<file path="src/rtl/tama_pkg.sv">
// Shared constants, receiver state encoding and command-filter helpers.
package tama_pkg;

    localparam int unsigned BYTE_W = 8;

    localparam logic [BYTE_W-1:0] CMD_EAT   = 8'h65;
    localparam logic [BYTE_W-1:0] CMD_PLAY  = 8'h70;
    localparam logic [BYTE_W-1:0] CMD_DOC   = 8'h64;
    localparam logic [BYTE_W-1:0] CMD_BATH  = 8'h62;
    localparam logic [BYTE_W-1:0] CMD_SLEEP = 8'h73;
    localparam logic [BYTE_W-1:0] CMD_WAKE  = 8'h77;
    localparam logic [BYTE_W-1:0] CMD_NONE  = 8'h00;

    typedef enum logic [2:0] {
        RX_ARM,
        RX_IDLE,
        RX_START,
        RX_DATA,
        RX_STOP
    } rx_state_e;

    // Fold 'A'..'Z' onto 'a'..'z'; everything else passes unchanged.
    function automatic logic [BYTE_W-1:0] fold_case(input logic [BYTE_W-1:0] b);
        if (b >= 8'h41 && b <= 8'h5A) begin
            return b | 8'h20;
        end
        return b;
    endfunction

    // True for the six command characters the stats block understands.
    function automatic logic is_cmd(input logic [BYTE_W-1:0] b);
        return (b == CMD_EAT)   || (b == CMD_PLAY) || (b == CMD_DOC) ||
               (b == CMD_BATH)  || (b == CMD_SLEEP) || (b == CMD_WAKE);
    endfunction

endpackage

</file>
<file path="src/rtl/uart_rx_core.sv">
// 8N1 UART receiver: 2-FF synchroniser, framing FSM, baud/bit counters.
// byte_valid_c/byte_data_c flag a good stop sample in the same cycle so the
// parent can load its command register on the same edge as rx_strobe.
module uart_rx_core
    import tama_pkg::*;
#(
    parameter int unsigned DIV  = 234,
    parameter int unsigned HALF = 117
) (
    input  logic              clk,
    input  logic              reset,
    input  logic              rx,
    output logic [BYTE_W-1:0] rx_byte,
    output logic              rx_strobe,
    output logic              frame_err,
    output logic              byte_valid_c,
    output logic [BYTE_W-1:0] byte_data_c
);

    localparam int unsigned CNT_W = $clog2(DIV + 1);
    localparam int unsigned BIT_W = 3;
    localparam logic [CNT_W-1:0] DIV_LAST  = CNT_W'(DIV - 1);
    localparam logic [CNT_W-1:0] HALF_LAST = CNT_W'(HALF - 1);

    logic [1:0]        sync_q;
    rx_state_e         state_q;
    logic [CNT_W-1:0]  cnt_q;
    logic [BIT_W-1:0]  bit_q;
    logic [BYTE_W-1:0] shift_q;
    logic [BYTE_W-1:0] rx_byte_q;
    logic              rx_strobe_q;
    logic              frame_err_q;
    logic              rxs;

    assign rxs = sync_q[1];

    // Good stop bit sampled this cycle.
    assign byte_valid_c = (state_q == RX_STOP) && (cnt_q == DIV_LAST) && rxs;
    assign byte_data_c  = shift_q;

    assign rx_byte   = rx_byte_q;
    assign rx_strobe = rx_strobe_q;
    assign frame_err = frame_err_q;

    // Synchroniser, receiver FSM, counters and registered outputs.
    always_ff @(posedge clk) begin
        if (reset) begin
            sync_q      <= 2'b11;
            state_q     <= RX_ARM;
            cnt_q       <= '0;
            bit_q       <= '0;
            shift_q     <= '0;
            rx_byte_q   <= '0;
            rx_strobe_q <= 1'b0;
            frame_err_q <= 1'b0;
        end else begin
            sync_q      <= {sync_q[0], rx};
            rx_strobe_q <= 1'b0;
            frame_err_q <= 1'b0;
            case (state_q)
                RX_ARM: begin
                    if (rxs) state_q <= RX_IDLE;
                end
                RX_IDLE: begin
                    if (!rxs) begin
                        cnt_q   <= '0;
                        bit_q   <= '0;
                        state_q <= RX_START;
                    end
                end
                RX_START: begin
                    if (cnt_q == HALF_LAST) begin
                        cnt_q   <= '0;
                        state_q <= rxs ? RX_IDLE : RX_DATA;
                    end else begin
                        cnt_q <= cnt_q + CNT_W'(1);
                    end
                end
                RX_DATA: begin
                    if (cnt_q == DIV_LAST) begin
                        cnt_q   <= '0;
                        shift_q <= {rxs, shift_q[BYTE_W-1:1]};
                        bit_q   <= bit_q + BIT_W'(1);
                        if (bit_q == BIT_W'(7)) state_q <= RX_STOP;
                    end else begin
                        cnt_q <= cnt_q + CNT_W'(1);
                    end
                end
                RX_STOP: begin
                    if (cnt_q == DIV_LAST) begin
                        cnt_q <= '0;
                        if (rxs) begin
                            rx_byte_q   <= shift_q;
                            rx_strobe_q <= 1'b1;
                            state_q     <= RX_IDLE;
                        end else begin
                            frame_err_q <= 1'b1;
                            state_q     <= RX_ARM;
                        end
                    end else begin
                        cnt_q <= cnt_q + CNT_W'(1);
                    end
                end
                default: state_q <= RX_ARM;
            endcase
        end
    end

endmodule

</file>
<file path="src/rtl/cmd_uart_rx.sv">
// Serial command front-end: filters received bytes to command characters and
// holds each on cmd for HOLD_CYCLES, with a one-cycle 0x00 gap on replacement.
module cmd_uart_rx
    import tama_pkg::*;
#(
    parameter int unsigned CLK_HZ      = 27000000,
    parameter int unsigned BAUD        = 115200,
    parameter int unsigned HOLD_CYCLES = 270000
) (
    input  logic              clk,
    input  logic              reset,
    input  logic              rx,
    output logic [BYTE_W-1:0] cmd,
    output logic [BYTE_W-1:0] rx_byte,
    output logic              rx_strobe,
    output logic              frame_err
);

    localparam int unsigned DIV    = CLK_HZ / BAUD;
    localparam int unsigned HALF   = DIV / 2;
    localparam int unsigned HOLD_W = $clog2(HOLD_CYCLES + 1);
    localparam logic [HOLD_W-1:0] HOLD_LOAD = HOLD_W'(HOLD_CYCLES);

    logic              byte_valid_c;
    logic [BYTE_W-1:0] byte_data_c;
    logic [BYTE_W-1:0] folded_c;
    logic              accept_c;

    logic [BYTE_W-1:0] cmd_q;
    logic [HOLD_W-1:0] hold_q;
    logic [BYTE_W-1:0] pend_q;
    logic              pend_v_q;

    uart_rx_core #(
        .DIV  (DIV),
        .HALF (HALF)
    ) u_core (
        .clk          (clk),
        .reset        (reset),
        .rx           (rx),
        .rx_byte      (rx_byte),
        .rx_strobe    (rx_strobe),
        .frame_err    (frame_err),
        .byte_valid_c (byte_valid_c),
        .byte_data_c  (byte_data_c)
    );

    // Case-fold and match against the command set.
    always_comb begin
        folded_c = fold_case(byte_data_c);
        accept_c = byte_valid_c && is_cmd(folded_c);
    end

    assign cmd = cmd_q;

    // Command hold window, pending slot and countdown.
    always_ff @(posedge clk) begin
        if (reset) begin
            cmd_q    <= CMD_NONE;
            hold_q   <= '0;
            pend_q   <= '0;
            pend_v_q <= 1'b0;
        end else if (accept_c) begin
            if (cmd_q == CMD_NONE) begin
                // Idle bus (or the gap cycle): newest byte loads directly.
                cmd_q    <= folded_c;
                hold_q   <= HOLD_LOAD;
                pend_v_q <= 1'b0;
            end else begin
                // Drop the bus for one cycle so the stats block re-arms.
                pend_q   <= folded_c;
                pend_v_q <= 1'b1;
                cmd_q    <= CMD_NONE;
                hold_q   <= '0;
            end
        end else if (pend_v_q && cmd_q == CMD_NONE) begin
            cmd_q    <= pend_q;
            hold_q   <= HOLD_LOAD;
            pend_v_q <= 1'b0;
        end else if (cmd_q != CMD_NONE) begin
            if (hold_q == HOLD_W'(1)) begin
                cmd_q  <= CMD_NONE;
                hold_q <= '0;
            end else begin
                hold_q <= hold_q - HOLD_W'(1);
            end
        end
    end

endmodule

</file>
<file path="config.mk">
export PLATFORM = sky130hd
export DESIGN_NAME = cmd_uart_rx
export DESIGN_NICKNAME = d
export VERILOG_FILES = /design/src/rtl/tama_pkg.sv /design/src/rtl/uart_rx_core.sv /design/src/rtl/cmd_uart_rx.sv
export SDC_FILE = /design/constraint.sdc
export NUM_CORES = 1
export LEC_CHECK = 0
export ABC_AREA = 1
export CORE_UTILIZATION = 30
export DETAILED_ROUTE_END_ITERATION = 12
export PLACE_DENSITY_LB_ADDON = 0.12
export RECOVER_POWER = 50
export SYNTH_ARGS = -nofsm -noshare
export SYNTH_HDL_FRONTEND = slang
export SYNTH_SLANG_ARGS = --single-unit
</file>
<file path="constraint.sdc">
create_clock -name clk -period 1.9 [get_ports clk]
set_input_delay 0.38 -clock clk [delete_from_list [all_inputs] [get_ports clk]]
set_output_delay 0.38 -clock clk [all_outputs]
set_load 0.02 [all_outputs]
</file>
==> qor.txt <==
crit path buf inv count: 1
Finish-stage setup viols: 0
hpwl dp: 6663 um
Yosys warnings: 0
largest net degree at the start of global routing: 31
Die Ht: 112.3 um
Power Density: 819.6 mW/mm^2
critical path, cell by cell: dlygate4sd3_1
Tmin final: 1753 ps
area leader, netlist: dfxtp_1
WHS Endpoint: u_core.sync_q[1]
GR Overflow Total: 0
Hold Path Class: flip-flop to flip-flop
Max Freq: 570.6 MHz
Avg Inst Size Synth: 6.711 um^2
Least-Margin Pin Slew: 410.4 ps
Unique masters post-synth: 33
Nets: 589
Setup crit start kind: flip-flop
Area Overhead vs Synth: 21.14%
I/O Pins: 21
worst r2r src: u_core.state_q[1]
Synth Register Bits: 70
Worst-path clk slew: 60 ps
Leak: 1.886 nW
TritonCTS buffer count: 9
top cells by area, synth: dfxtp_1 (38%), nand2_1 (13%), nor2_1 (9.6%)
Setup CP Type: flip-flop to output port
Slew Limit Headroom: 72.54%
total vias in the final route: 3,458
placed insts: 711
CTS tree: built
top-count cell post-synth: nand2_1
DR WL/cell: 12.54 um
Synth Cell Area: 0.003651 mm^2
run status: completed
ratio of final minimum period to clock period: 92.24%
antenna cells: 0
CP Data Arrival Time: 1370 ps
GPL Wtd Cong: 0.8770
delay-heaviest family, CP: buffers and inverters
drt via density: 4.763
CTS sink cnt: 70
share of the synthesized area in the top cell type: 38.38%
vias in the first global route: 3,339
number of synthesized flops with an enable pin: 0
reg2reg setup slack: 170 ps
Final ANT Viol Nets: 0
Die Footprint: 0.01261 mm^2
# DRC: 0
core box area: 0.01161 mm^2
Max rail drop VDD: 0.5073 mV
Hold Slack: 413.8 ps
Starting DRT DRC Count: 202
Post-CTS Setup Bufs: 0
synthesized net count: 554
final hold vios: 0
endpoint type of the worst setup path: output port
Critical Path Max Stage Delay: 680 ps
die width: 112.3 um
unrepaired setup endpoints after global routing: no
DR pass1 iterations: 4
clock skew: 4.983 ps
Synth async-reset ratio: 0%
CP max FO: 3
Skew-Pair Late Insertion Delay: 330 ps
Max-cap violations: 0
hold path start: u_core.sync_q[0]
antenna violations before repair: 0
Starting Density: 31.44%
first-pass GRT wire length: 15,840 um
CP max-delay cell: dlygate4sd3_1
top_reg_cell synth: dfxtp_1
CP required: 1520 ps
sequential share of the synthesized area: 38.38%
Hold Path Stages: 1
Rows: 39
Root Driver: clkbuf_16
Total Routed Length: 9105 um
clock buffer depth: 2
depth of the CTS H-tree: 3
final non-filler cell total: 726
Worst Reg2Reg Path Length in Cells: 8
Port Buf Inserts: 20
Total GRT Usage: 15.82%
Pins Over Slew Limit: 0
Synth top cells by count: nand2_1 (126), nor2_1 (93), dfxtp_1 (70), a21oi_1 (50), inv_1 (47)
R2R Path End: u_core.cnt_q[6]
Setup TNS Final: 0 ps
cells after synthesis: 544
layout cells sized above 1: 10.63%
## worst max path at each step
stage	endpoint	depth (start not counted)	slack (ps)	startpoint
after global placement	cmd[4]	13	130	u_core.cnt_q[1]
final	cmd[5]	1	150	cmd[5]
after floorplan	cmd[1]	13	170	u_core.cnt_q[0]
after detailed placement	cmd[0]	14	90	u_core.cnt_q[1]
after CTS	cmd[0]	14	80	u_core.cnt_q[1]
after global routing	u_core.cnt_q[4]	9	1	u_core.state_q[1]
## sequential cells by signal, summed over array words and instances, names as in the netlist
register            cells
u_core.rx_byte          8
u_core.state_q          3
u_core.frame_err        1
u_core.rx_strobe        1
hold_q                 19
cmd                     8
u_core.sync_q           2
pend_q                  8
u_core.byte_data_c      8
u_core.bit_q            3
u_core.cnt_q            8
pend_v_q                1
## logic make-up after synthesis
logic type,Yosys count,synth area share [%]
flops,70,38.38
buf+inv,69,8.191
simple gates,302,36.46
fa+ha+maj,7,2.399
xor+xnor,6,1.439
compound gates,90,13.13
## power by group
group	internal [mW]	switching (mW)	total, mW
registers	1.50	0.0415	1.54
clock network	1.04	0.618	1.66
logic	0.144	0.274	0.418
total	2.69	0.934	3.62
## timing repair
item	CTS	global route
hold buffers	0	0
gates resized for setup	0	6
endpoints found under the setup margin	0	21
## metrics by stage
step | worst slack, ps | power [mW] | utilization [%] | cell area [um^2]
global placement | 132.6 | 1.997 | 35.44 | 4116
CTS | 75.89 | 3.698 | 37.96 | 4408
floorplan | 173.1 | 1.874 | - | 3651
finish | 147.4 | 3.625 | 38.08 | 4423
detailed placement | 86.54 | 1.998 | 35.44 | 4116
global route | 1.293 | 3.812 | 38.08 | 4423
## layer usage
metal / vias to the layer above / global-route usage (%) / wire [um]
met2: 35 / 26.42 / 4353
li1: 1842 / - / -
met1: 1579 / 19.50 / 4405
met5: - / 0 / 0
met3: 2 / 5.022 / 305
met4: 0 / 4.622 / 40
## layout by cell type, fill, tap and decap left out, types with 3 or more instances in the layout
cell type | synthesis | layout
inv_1 | 47 | 47
nand2_1 | 126 | 126
buf_12 | 0 | 3
ha_1 | 7 | 7
nor2_1 | 93 | 92
o21ai_0 | 28 | 28
nand4_1 | 7 | 7
nor2_4 | 3 | 3
clkdlybuf4s50_1 | 0 | 4
buf_4 | 1 | 12
nor2_2 | 3 | 4
dfxtp_1 | 70 | 69
nand3_1 | 45 | 45
or2_2 | 3 | 3
nor3_1 | 13 | 12
a21oi_1 | 50 | 48
xor2_1 | 6 | 6
nand3_2 | 4 | 4
dlygate4sd3_1 | 0 | 16
inv_2 | 6 | 6
clkbuf_16 | 0 | 9
## layout make-up
| cell class | instances | area (um^2) |
|---|---|---|
| fill | 1304 | 7191 |
| multi-input combinational | 405 | 1966 |
| sequential | 70 | 1403 |
| timing repair buffer | 39 | 379.1 |
| clock buffer | 12 | 246.5 |
| inverter | 54 | 205.2 |
| tap | 143 | 178.9 |
| clock inverter | 3 | 45.04 |
Note: power is estimated with default switching activity, not from simulation.
